$ cat src/rtl/serial_subtractor_pkg.sv
// ----------------------------------------------------------------------------
// serial_subtractor_pkg
//   Shared definitions for the bit-serial subtractor: FSM state encoding and
//   the default operand width.
// ----------------------------------------------------------------------------
package serial_subtractor_pkg;

    localparam int DEFAULT_WIDTH = 8;

    typedef enum logic [1:0] {
        ST_IDLE  = 2'd0,
        ST_SHIFT = 2'd1,
        ST_DONE  = 2'd2
    } sub_state_e;

endpackage : serial_subtractor_pkg

$ cat src/rtl/serial_subtractor_if.sv
// ----------------------------------------------------------------------------
// serial_subtractor_if
//   Request/result bundle for serial_subtractor.
//   master : drives start, a, b; observes busy, done, diff, bout
//   slave  : the subtractor side
// ----------------------------------------------------------------------------
interface serial_subtractor_if
    import serial_subtractor_pkg::*;
#(
    parameter int WIDTH = DEFAULT_WIDTH
) ();

    logic             start;
    logic [WIDTH-1:0] a;
    logic [WIDTH-1:0] b;
    logic             busy;
    logic             done;
    logic [WIDTH-1:0] diff;
    logic             bout;

    modport master (
        output start, a, b,
        input  busy, done, diff, bout
    );

    modport slave (
        input  start, a, b,
        output busy, done, diff, bout
    );

endinterface : serial_subtractor_if

$ cat src/rtl/half_subtractor.sv
// ----------------------------------------------------------------------------
// half_subtractor
//   One-bit half subtractor: computes x - y.
//   x_i  : minuend bit
//   y_i  : subtrahend bit
//   d_o  : difference bit (x ^ y)
//   bo_o : borrow out (~x & y)
// ----------------------------------------------------------------------------
module half_subtractor (
    input  logic x_i,
    input  logic y_i,
    output logic d_o,
    output logic bo_o
);

    assign d_o  = x_i ^ y_i;
    assign bo_o = ~x_i & y_i;

endmodule : half_subtractor

$ cat src/rtl/serial_subtractor.sv
// ----------------------------------------------------------------------------
// serial_subtractor
//   Bit-serial unsigned subtractor, diff = a - b (mod 2^WIDTH) with borrow-out.
//   One bit per clock, LSB first, through a full-subtractor stage made of two
//   half subtractors.
//
//   clk : rising-edge clock
//   rst : synchronous active-high reset
//   bus : slave side of serial_subtractor_if
//         start/a/b in; busy/done/diff/bout out
//
//   state | meaning
//   ------+--------------------------------------------------------------
//   IDLE  | waiting for start; operands captured on the accepting edge
//   SHIFT | one bit processed per edge, WIDTH edges in total
//   DONE  | done pulse; diff/bout already hold the new result
// ----------------------------------------------------------------------------
module serial_subtractor
    import serial_subtractor_pkg::*;
#(
    parameter int WIDTH = DEFAULT_WIDTH
) (
    input  logic              clk,
    input  logic              rst,
    serial_subtractor_if.slave bus
);

    localparam int              CNT_W    = (WIDTH > 2) ? $clog2(WIDTH) : 1;
    localparam logic [CNT_W-1:0] LAST_BIT = CNT_W'(WIDTH - 1);

    sub_state_e       state_q, state_d;
    logic [WIDTH-1:0] sa_q, sa_d;
    logic [WIDTH-1:0] sb_q, sb_d;
    logic [WIDTH-1:0] res_q, res_d;
    logic [WIDTH-1:0] diff_q, diff_d;
    logic             borrow_q, borrow_d;
    logic             bout_q, bout_d;
    logic [CNT_W-1:0] cnt_q, cnt_d;

    logic             hs1_d, hs1_bo;
    logic             bit_d, hs2_bo;
    logic             borrow_nxt;
    logic [WIDTH-1:0] res_shift;

    // Full subtractor: first stage handles a - b, second subtracts the
    // incoming borrow from that partial difference.
    half_subtractor u_hs1 (
        .x_i  (sa_q[0]),
        .y_i  (sb_q[0]),
        .d_o  (hs1_d),
        .bo_o (hs1_bo)
    );

    half_subtractor u_hs2 (
        .x_i  (hs1_d),
        .y_i  (borrow_q),
        .d_o  (bit_d),
        .bo_o (hs2_bo)
    );

    assign borrow_nxt = hs1_bo | hs2_bo;
    assign res_shift  = {bit_d, res_q[WIDTH-1:1]};

    always_ff @(posedge clk) begin
        if (rst) begin
            state_q  <= ST_IDLE;
            sa_q     <= '0;
            sb_q     <= '0;
            res_q    <= '0;
            diff_q   <= '0;
            borrow_q <= 1'b0;
            bout_q   <= 1'b0;
            cnt_q    <= '0;
        end else begin
            state_q  <= state_d;
            sa_q     <= sa_d;
            sb_q     <= sb_d;
            res_q    <= res_d;
            diff_q   <= diff_d;
            borrow_q <= borrow_d;
            bout_q   <= bout_d;
            cnt_q    <= cnt_d;
        end
    end

    always_comb begin
        state_d  = state_q;
        sa_d     = sa_q;
        sb_d     = sb_q;
        res_d    = res_q;
        diff_d   = diff_q;
        borrow_d = borrow_q;
        bout_d   = bout_q;
        cnt_d    = cnt_q;

        unique case (state_q)
            ST_IDLE: begin
                if (bus.start) begin
                    sa_d     = bus.a;
                    sb_d     = bus.b;
                    borrow_d = 1'b0;
                    cnt_d    = '0;
                    state_d  = ST_SHIFT;
                end
            end
            ST_SHIFT: begin
                sa_d     = sa_q >> 1;
                sb_d     = sb_q >> 1;
                res_d    = res_shift;
                borrow_d = borrow_nxt;
                cnt_d    = cnt_q + 1'b1;
                if (cnt_q == LAST_BIT) begin
                    // Publish straight from the shift path so diff/bout are
                    // valid in the DONE cycle and stay put during later SHIFTs.
                    diff_d  = res_shift;
                    bout_d  = borrow_nxt;
                    state_d = ST_DONE;
                end
            end
            ST_DONE: begin
                state_d = ST_IDLE;
            end
            default: begin
                state_d = ST_IDLE;
            end
        endcase
    end

    assign bus.busy = (state_q == ST_SHIFT) || (state_q == ST_DONE);
    assign bus.done = (state_q == ST_DONE);
    assign bus.diff = diff_q;
    assign bus.bout = bout_q;

endmodule : serial_subtractor

$ cat src/flat_wrapper.sv
// flat-port wrapper written by rule: the top's interface ports become plain ports
module serial_subtractor_flat import serial_subtractor_pkg::*;
#(
    parameter int WIDTH = DEFAULT_WIDTH
)
  (clk, rst, bus_start, bus_a, bus_b, bus_busy, bus_done, bus_diff, bus_bout);
  serial_subtractor_if #(.WIDTH(WIDTH)) bus_i ();
  input  logic clk;
  input  logic rst;
  input wire logic [$bits(bus_i.start)-1:0] bus_start;
  input wire logic [$bits(bus_i.a)-1:0] bus_a;
  input wire logic [$bits(bus_i.b)-1:0] bus_b;
  output wire logic [$bits(bus_i.busy)-1:0] bus_busy;
  output wire logic [$bits(bus_i.done)-1:0] bus_done;
  output wire logic [$bits(bus_i.diff)-1:0] bus_diff;
  output wire logic [$bits(bus_i.bout)-1:0] bus_bout;
  assign bus_i.start = bus_start;
  assign bus_i.a = bus_a;
  assign bus_i.b = bus_b;
  assign bus_busy = bus_i.busy;
  assign bus_done = bus_i.done;
  assign bus_diff = bus_i.diff;
  assign bus_bout = bus_i.bout;
  serial_subtractor #(.WIDTH(WIDTH)) u_core (.clk(clk), .rst(rst), .bus(bus_i));
endmodule
$ cat config.mk
export PLATFORM = sky130hd
export DESIGN_NAME = serial_subtractor_flat
export DESIGN_NICKNAME = d
export VERILOG_FILES = /design/src/rtl/serial_subtractor_pkg.sv /design/src/rtl/serial_subtractor_if.sv /design/src/rtl/half_subtractor.sv /design/src/rtl/serial_subtractor.sv /design/src/flat_wrapper.sv
export SDC_FILE = /design/constraint.sdc
export NUM_CORES = 1
export LEC_CHECK = 0
export ABC_CLOCK_PERIOD_IN_PS = 2450
export CAP_MARGIN = 20
export CORE_UTILIZATION = 32
export CTS_BUF_LIST = sky130_fd_sc_hd__clkbuf_2 sky130_fd_sc_hd__clkbuf_4 sky130_fd_sc_hd__clkbuf_8
export DETAILED_ROUTE_END_ITERATION = 6
export GPL_TIMING_DRIVEN = 1
export HOLD_SLACK_MARGIN = 0.03
export PLACE_DENSITY = 0.54
export SYNTH_ARGS = -nofsm -noshare
export SYNTH_HDL_FRONTEND = slang
export SYNTH_SLANG_ARGS = --single-unit
$ cat constraint.sdc
create_clock -name clk -period 2.45 [get_ports clk]
set_input_delay 0.49 -clock clk [delete_from_list [all_inputs] [get_ports clk]]
set_output_delay 0.49 -clock clk [all_outputs]
set_load 0.01 [all_outputs]
## Yosys cells after proc, flatten, opt, wreduce, memory -nomap -nowiden

Index checks and enable logic that the tools add are counted.

| cells by class | value |
|---|---|
| bitwise operators | 7 |
| multiplexer cells | 11 |
| add/subtract/negate cells | 1 |
| equal/unequal tests | 5 |
| reductions and logical operators | 6 |

Operators with widths:

| operator | number |
|---|---|
| $pmux W8 S2 | 2 |
| $mux W8 | 2 |
| $pmux W3 S2 | 1 |
| $reduce_and A2 Y1 | 3 |
| $mux W2 | 2 |
| $pmux W2 S2 | 1 |
| $add A3 B1 Y3 const B | 1 |
| $eq A3 B3 Y1 const B | 1 |
| $mux W3 | 1 |
| $and A1 B1 Y1 | 2 |
| $eq A2 B1 Y1 const B | 1 |
| $eq A2 B2 Y1 const B | 1 |
| $logic_not A2 Y1 | 1 |
| $ne A2 B1 Y1 const B | 1 |
| $ne A2 B2 Y1 const B | 1 |
| $not A1 Y1 | 2 |
| $pmux W1 S2 | 1 |
| $reduce_bool A2 Y1 | 1 |
| $xor A1 B1 Y1 | 2 |
| $logic_or A1 B1 Y1 | 1 |
| $mux W1 | 1 |
| $or A1 B1 Y1 | 1 |

| word-level totals | value |
|---|---|
| logic and storage cells | 38 |
| register bits | 39 |
| input bits | 19 |

## Logic depth before layout (Yosys ltp)

Gate-level depths: netlist of the first run.

| depth | value |
|---|---|
| depth in word-level cells | 5 |
| depth in mapped cells | 7 |
| depth with buffers taken out | 5 |

## Modules after synthesis

A second synthesis of the first run with hierarchy kept.

| unflattened totals | value |
|---|---|
| cell total of the unflattened synthesis | 174 |
| area, all modules | 1751.7 um2 |

Modules (own cells, without submodules):

| module | area each (um2) | cells an instance | times used |
|---|---|---|---|
| serial_subtractor | 1711.6 | 168 | 1 |
| half_subtractor | 20.0 | 3 | 2 |

## Worst setup path after synthesis of the first run

No wires, ideal clock.

| timing path | value |
|---|---|
| kind | reg-to-reg |
| start point | register u_core.state_q[1] |
| end point | register u_core.sa_q[1] |
| data required time | 2.308 ns |
| arrival | 1.272 ns |
| stages on the path, launching flop included | 8 |
| buffers on the path | 2 |
| clock period less this slack | 1.414 ns |
| setup slack | 1.036 ns |
| setup time | 0.142 ns |
| cells stage by stage | dfxtp_1 -> inv_1 -> ha_1 -> buf_6 -> mux2_4 -> buf_8 -> nor2_1 -> a211oi_2 |

| on the way | value |
|---|---|
| longest elaborated chain between the ends | 3 |
| elaborated cells on any way between the ends | 6 |
| those cells by class | eq/ne: 2; mux: 1; reduce/logical: 3 |

Ends and longest elaborated chain:

| item | RTL line | RTL |
|---|---|---|
| from (decl) | serial_subtractor.sv:31 | `sub_state_e state_q, state_d;` |
| from (signal assigned) | serial_subtractor.sv:75 | `state_q <= state_d;` |
| $eq A2 B1 Y1 or $logic_not A2 Y1 (tied branches) | serial_subtractor.sv:96 | `unique case (state_q)` |
| $reduce_bool A2 Y1 (no source line) or $ne A2 B2 Y1 (tied branches) | -- |  |
| $reduce_and A2 Y1 (no source line) | -- |  |
| to (signal assigned) | serial_subtractor.sv:67 | `sa_q <= '0;` |
| to (signal assigned) | serial_subtractor.sv:76 | `sa_q <= sa_d;` |
| to (decl) | serial_subtractor.sv:32 | `logic [WIDTH-1:0] sa_q, sa_d;` |

Parallel ways exist; a longest one is shown, timed or not.
A chain may end at the register's enable or synchronous reset.

## Final worst setup path of the first run

| timing path | value |
|---|---|
| start point | register u_core.state_q[0] |
| end point | output port bus_busy |

| on the way | value |
|---|---|
| longest elaborated chain between the ends | 2 |
| elaborated cells on any way between the ends | 3 |
| those cells by class | eq/ne: 2; reduce/logical: 1 |

Ends and longest elaborated chain:

| item | RTL line | RTL |
|---|---|---|
| $eq A2 B1 Y1 or $eq A2 B2 Y1 (tied branches) | serial_subtractor.sv:129 | `assign bus.busy = (state_q == ST_SHIFT) \|\| (state_q == ST_DONE);` |
| $logic_or A1 B1 Y1 (*) | serial_subtractor.sv:129 |  |
| to (decl) | flat_wrapper.sv:13 | `output wire logic [$bits(bus_i.busy)-1:0] bus_busy;` |

Every way passes the cells marked *; elsewhere a longest branch is shown, timed or not.

==> run summary, run 1 <==
The maximum clock insertion buffer count is 2. The post-CTS resize count is 0. The end-of-flow core utilization came out at 41.2%. The initial antenna violation count was 0. Buffers inserted during clock tree synthesis total 5.

The final-report hold violation count is 0. The path class of the tightest hold or removal check is register to register. STA classifies the critical path endpoint as an output port. Setup repair after global routing left no endpoint under its margin. The worst hold path stage count is 2. The quantity of I/O buffers inserted on ports is 29. The number of search-and-repair iterations in the first detailed-routing pass is 4. Of the post-synthesis cell area, the dominant cell type holds a little over two fifths. The mean post-synth cell area came out at 10.2 µm². In this run the tightest slew margin relative to its limit is 61.1%. The share of synthesized area occupied by flip-flops and latches is between 40% and 50%. The peak supply drop came out at ~0.33 mV. The total wire length is between 3 and 4 mm.

The standard-cell row count came out at 26. The worst setup slack for register-to-register paths is 0.71 ns. The count of different cell masters after synthesis came out at 24.

The number of placed instances, taps included, is around 260. The number of antenna diodes in the final layout is 0. The largest fanout on the critical path is 3. The number of nets in the layout came out at between 200 and 250. The layout-stage area growth over the synthesis result is 23.1%.

The placed wire-length estimate after detailed placement is roughly 2.3 mm. The final global-route overflow total came out at 0. The critical path data required time is 1.96 ns. The summed negative setup slack over all endpoints came out at 0 ns.

The count of final max-slew check failures came to 0. The tree built by TritonCTS fans out to 38 sinks. The global-route wire length before repair is around 5.3 mm.

The shortest period the worst path allows is ~2 ns. The cell taking the most area after synthesis is dfxtp_1. Once placement finished, the instance area stood at between 2000 and 2500 µm². The count of final setup violators is 0. For the worst flop-to-flop path, the logic depth is 5. The number of nets in the synthesized netlist is approximately 200. The clock transition time at the flip-flop clock pins of the worst setup and hold paths came out at 0.07 ns. The post-route fraction of the period consumed by the critical path is between 80% and 90%. The pin count of the biggest net entering global routing came out at 31. The routed layout has about 1300 vias. The cell area that synthesis handed to floorplanning was approximately 1700 µm². The routability-driven placement congestion ratio is 0.705. The total power per unit cell area is approximately 630 nW/µm². After routing the design area is around 2100 µm². The total core area is slightly above 5000 µm². The global-route total usage across every layer is 12.5%.

The transition time at the pin with the least slew margin came out at 0.568 ns. The cts-stage hold buffer count came out at 0. The number of maximum-capacitance constraint violations came out at 0. The critical path launch point is u_core.state_q[0]$_SDFFE_PP0P_. The type of the worst setup path is register to output port. The clock skew came out at ~0.0036 ns. The violation count after the first detailed-routing iteration is 26. The total leakage power is 0.000767 µW. The number of placed I/O pins came out at 30.

Excluding fillers, the count of instances in the completed layout stands at roughly 270. The die height is approximately 76 µm. The run finished with clean final reports. The via count of the first global-routing pass is between 1000 and 1500. After synthesis, the cell types taking the most area are dfxtp_1 44%, mux2i_1 13%, a211oi_2 10%, nand2_1 4.3%, a21oi_1 3.8%. The total chip power came out at 1350 µW. Yosys printed 0 warnings.

The effective utilization at floorplan is ~33%. The detail-routed via count per cell came out at about 4.7. The clock insertion delay at the later pin of the skew report came out at 0.28 ns.

The TritonCTS clock tree is yes. The buffer cell driving the clock tree root is clkbuf_8. The count of buffers added by post-CTS timing repair for setup came out at 0. In the final layout, the share of cells above drive strength 1 is between 10% and 20%. The highest achievable clock rate came out at about 500 MHz.

The wire length per cell is ~12 µm. The flip-flop and latch count after synthesis is 38. The worst register-to-register path ends at u_core.sa_q[1]$_SDFFE_PP0P_. The worst path arrival time is around 1.5 ns. STA classifies the critical path startpoint as a register. After detailed routing, the number of remaining DRC violations is 0.

The critical path endpoint is bus_busy. The overall die area came out at ~5700 µm². The H-tree depth came out at 2. Synthesis handed over a netlist of 170 instances. The floorplan die width came out at 75.6 µm. The detail route stage leaves a number of antenna-violating nets equal to 0. The launch point of the worst reg-to-reg path is u_core.state_q[1]$_SDFFE_PP0P_.
[where the power goes]
part | switching (µW) | internal [µW] | total (µW)
clock | 204 | 238 | 442
combinational | 120 | 112 | 232
sequential | 23.2 | 653 | 676
[metrics by stage]
| step | worst slack (ns) | hold slack, ns |
|---|---|---|
| after floorplan | 1.04 | 0.431 |
| after global placement | 0.643 | 0.440 |
| after detailed placement | 0.579 | 0.447 |
| after CTS | 0.427 | 0.457 |
| after global routing | 0.370 | 0.479 |
| final | 0.445 | 0.454 |
[sequential cells by signal (all words and copies together) (netlist names)]
signal,count
u_core.res_q,7
u_core.sb_q,8
u_core.bus.bout,1
u_core.borrow_q,1
u_core.state_q,2
u_core.bus.diff,8
u_core.cnt_q,3
u_core.sa_q,8
[area by class of cell]
class | count | area (µm²)
Sequential cell | 38 | 761
Tap cell | 70 | 87.6
Inverter | 6 | 22.5
Clock inverter | 1 | 5.00
Multi-Input combinational cell | 114 | 846
Clock buffer | 7 | 90.1
Timing Repair Buffer | 33 | 320
Fill cell | 509 | 3040
[kinds of logic (layout without fill, tap and decap cells)]
family,Yosys count,after routing,share of synthesized area (%)
fa+ha+maj,6,6,4.77
mux,23,23,13.6
compound gates,32,32,16.3
buf+inv,18,47,7.22
simple gates,53,53,14.2
flops,38,38,43.9
[synthesized netlist by cell type]
cell type,count
a32oi_1,3
mux2_4,1
buf_6,3
buf_12,1
nand3b_1,3
ha_1,5
clkbuf_1,3
buf_4,1
nor2_1,15
a21oi_1,13
fa_1,1
inv_1,6
a211oi_1,2
mux2i_1,22
nor3_1,1
nor2b_1,1
and2_1,1
nand2_1,20
a211oi_2,14
buf_8,1
buf_2,3
nand2b_1,2
dfxtp_1,38
nor2_2,10
[metal layers]
metal | vias to the layer above | track usage, % | wire, µm
li1 | 637 | - | -
met1 | 579 | 13.7 | 1470
met2 | 28 | 21.4 | 1500
met3 | 7 | 4.23 | 167
met4 | 0 | 6.38 | 59
met5 | - | 0 | 0
[worst max-delay path: stages, from the launching register on]
cell and delay (ns):
dfxtp_1 0.36, inv_1 0.07, ha_1 0.27, clkdlybuf4s50_1 0.52
[worst min path at each step]
| stage | startpoint | end |
|---|---|---|
| detailed placement | u_core.sb_q[7]$_SDFFE_PP0P_ | u_core.sb_q[7]$_SDFFE_PP0P_ |
| global route | u_core.bus.diff[2]$_SDFFE_PP0P_ | u_core.bus.diff[2]$_SDFFE_PP0P_ |
| global placement | u_core.sb_q[7]$_SDFFE_PP0P_ | u_core.sb_q[7]$_SDFFE_PP0P_ |
| floorplan | u_core.res_q[1]$_SDFFE_PP0P_ | u_core.bus.diff[0]$_SDFFE_PP0P_ |
| CTS | u_core.sb_q[7]$_SDFFE_PP0P_ | u_core.sb_q[7]$_SDFFE_PP0P_ |
| finish | u_core.sb_q[7]$_SDFFE_PP0P_ | u_core.sb_q[7]$_SDFFE_PP0P_ |
[cells in the final DEF, fill, tap and decap left out]
cell | Yosys | routed
a211oi_2 | 14 | 14
a32oi_1 | 3 | 3
fa_1 | 1 | 1
a211oi_1 | 2 | 2
nor2_1 | 15 | 15
and2_1 | 1 | 1
ha_1 | 5 | 5
mux2i_1 | 22 | 22
mux2_4 | 1 | 1
nor2_2 | 10 | 10
nand2b_1 | 2 | 2
clkbuf_4 | 0 | 1
inv_1 | 6 | 6
nor2b_1 | 1 | 1
clkinv_2 | 0 | 1
clkbuf_8 | 0 | 6
nor3_1 | 1 | 1
clkdlybuf4s50_1 | 0 | 29
nand3b_1 | 3 | 3
nand2_1 | 20 | 20
dfxtp_1 | 38 | 38
a21oi_1 | 13 | 13
buf_4 | 1 | 4
No activity file was read; power rests on OpenSTA's default activity.
==> run 2, diff against run 1 <==
ABC_CLOCK_PERIOD_IN_PS = 2050   (was 2450)
clock period = 2.05 ns   (was 2.45 ns; I/O delays follow)
==> run 2 against run 1 <==
  * Cell count shrank 0.37%
  * Sequential power grew 19%
  * Power grew 28%
  * Setup slack lost 0.31 ns
  * Highest routed layer unchanged
  * Clock power grew 46%
  * Largest cell class unchanged
  * Largest power group unchanged
  * Sequential share of layout area shrank 0.39 points
  * Critical path type unchanged
==> run summary, run 2 (same netlist as run 1, synthesis figures left out) <==
The worst path needs between 1.5 and 2 ns of the cycle, external delays included. 30 I/O pins were placed. The origin of the worst min-delay path is u_core.bus.diff[1]$_SDFFE_PP0P_.

The critical register-to-register path endpoint is u_core.sa_q[2]$_SDFFE_PP0P_. The cell depth of the worst flop-to-flop path came out at 5. After global routing the overflow that remains totals 0. The highest cell delay on the worst timing path came out at ~0.52 ns. For this run, the post-layout net count is ~220. The layout has roughly 530 filler cells. Cells with a size suffix above 1 make up about 18% of the layout. The relative slew slack came out at around 65%.

In this design, the largest share of critical-path delay is due to buffers and inverters. The initial antenna violation count is 0. The die is 75.6 µm wide.

The minimum setup slack in the final design came out at about 0.13 ns. The worst hold path terminates at u_core.bus.diff[1]$_SDFFE_PP0P_. In the layout the commonest cells are 38 x dfxtp_1, 29 x clkdlybuf4s50_1, 22 x mux2i_1. The tightest hold path in the finished design has a slack of ~0.46 ns. In this run, CTS created clock tree buffers numbering 5.

The most common cell after layout, fill and taps aside is dfxtp_1. The quantity of I/O buffers inserted on ports is 29. Setup repair after global routing left no endpoint under its margin.

The wire length per cell is between 10 and 15 µm. The type of the worst setup path is register to output port. The tool flagged a number of max-cap violations equal to 0. The placed wire-length estimate after detailed placement came out at ~2.2 mm. The worst setup timing slack at the placement stage came out at between 0.2 and 0.3 ns. Data arrives at the worst endpoint at approximately 1.5 ns.

Summing all flip-flop and latch instances after layout gives about 760 µm². After detailed routing, the number of vias per cell comes to 4.54. The post-route fraction of the period consumed by the critical path came out at 93.6%. The count of inserted antenna diode cells came out at 0. The total leakage power came out at between 0.0007 and 0.0008 µW. The peak supply drop came out at between 0.5 and 0.6 mV. The cell sitting at the root of the clock tree is a clkbuf_8.

For the worst-skew pair, the clock arrives at the later sink with an insertion delay of roughly 0.28 ns. Counting instances, the worst hold path has a depth of 2. The pin count of the biggest net entering global routing came out at 39. The via count of the first global-routing pass came out at approximately 1200. The summed negative setup slack over all endpoints came out at 0 ns.

The run finished with clean final reports. The largest fanout on the critical path came out at 3. At the pin with the least slew margin, the transition time is just over 0.5 ns. The effective utilization at floorplan is 33.5%. The count of final setup violators came out at 0. The worst setup path is captured at an output port. The buffer and inverter count on the worst path is 2. Derived from the worst setup path, the maximum achievable clock frequency is ~520 MHz. The worst setup slack for register-to-register paths is about 0.36 ns.

The worst register-to-register path begins at u_core.state_q[1]$_SDFFE_PP0P_. The number of search-and-repair iterations in the first detailed-routing pass is 4. TritonCTS built the clock tree.

Relative to the synthesized area, the layout overhead comes to 24.5%. The critical path data required time is roughly 1.6 ns. The count of final max-slew check failures came out at 0. The global-route total usage across every layer came out at 12.7%. The post-CTS resize count is 0.

After clock tree synthesis, the clock-pin slew on the worst setup and hold paths is around 0.07 ns. The critical path starts at u_core.state_q[0]$_SDFFE_PP0P_. The count of buffers added by post-CTS timing repair for setup came out at 0. The clock skew is about 0.0045 ns. The initialized floorplan defines 26 standard-cell rows. The total power per unit cell area is approximately 800 nW/µm².

The overall die area is 5710 µm². The cts-stage hold buffer count is 0. The class of the tightest hold or removal check is register to register. The combined area of the multi-input logic cells came out at around 850 µm². The final-report hold violation count was 0. The number of clock sinks came out at 38. The total core area came out at 5170 µm².

The die height is around 76 µm. The first global-routing pass estimated ~5.4 mm of wire. In this run, the number of DRC markers left after iteration 0 of detailed routing was 30. The maximum clock insertion buffer count came out at 2.

The H-tree depth is 2. STA classifies the critical path startpoint as a register. The routed design has between 3 and 4 mm of wire.

The count of unresolved DRC violations after routing came out at 0. The routability-driven placement congestion ratio came out at 0.709. The slowest stage of the critical path belongs to the cell clkdlybuf4s50_1. Detailed routing inserted a total of 1217 vias.

The count of nets left with antenna violations once routing finished came out at 0. Walking the worst path, the cells encountered are inv_1 -> ha_1 -> clkdlybuf4s50_1.
## run 2: worst reg2reg max path: cells and delay by family (launching register included)
kind,cells,cell delay [ns]
multiplexers,1,0.52
adder cells (fa/ha/maj),1,0.39
flip-flops,1,0.32
AO/OA/AOI/OAI,1,0.20
AND/OR/NAND/NOR,1,0.11
buffers and inverters,1,0.08
## run 2: worst max path at each step
stage | slack, ns | depth (start not counted) | endpoint
final | 0.13 | 3 | bus_busy
after floorplan | 0.64 | 7 | u_core.sa_q[1]$_SDFFE_PP0P_
after detailed placement | 0.27 | 4 | u_core.sa_q[2]$_SDFFE_PP0P_
after global placement | 0.33 | 4 | u_core.sa_q[3]$_SDFFE_PP0P_
after CTS | 0.11 | 3 | bus_busy
after global routing | 0.05 | 3 | bus_busy
## run 2: cell type report
cell class / count / area share, %
timing repair buffer: 32 / 15.1
clock buffer: 7 / 3.89
inverter: 6 / 1.04
multi-input combinational: 114 / 39.2
tap: 70 / 4.06
sequential: 38 / 35.3
clock inverter: 1 / 1.39
## run 2: through the flow
step                area [µm²]  utilization [%]  std cells  total power, µW
global route              2160             41.7        268             1820
finish                    2160             41.7        268             1730
floorplan                 1730                -        170             1050
global placement          2040             39.5        260             1100
CTS                       2160             41.7        268             1760
detailed placement        2040             39.5        260             1110
## run 2: power by group
group	switching, µW	total (µW)	internal [µW]
Combinational	144	280	136
Sequential	27.0	807	780
Clock	253	644	391
Total	424	1730	1310
## run 2: per-layer routing
layer,track usage [%],vias up,wire length [µm]
met5,0,-,0
met4,5.14,0,41
met3,4.37,6,144
met2,21.0,24,1480
met1,15.2,553,1570
li1,-,634,-
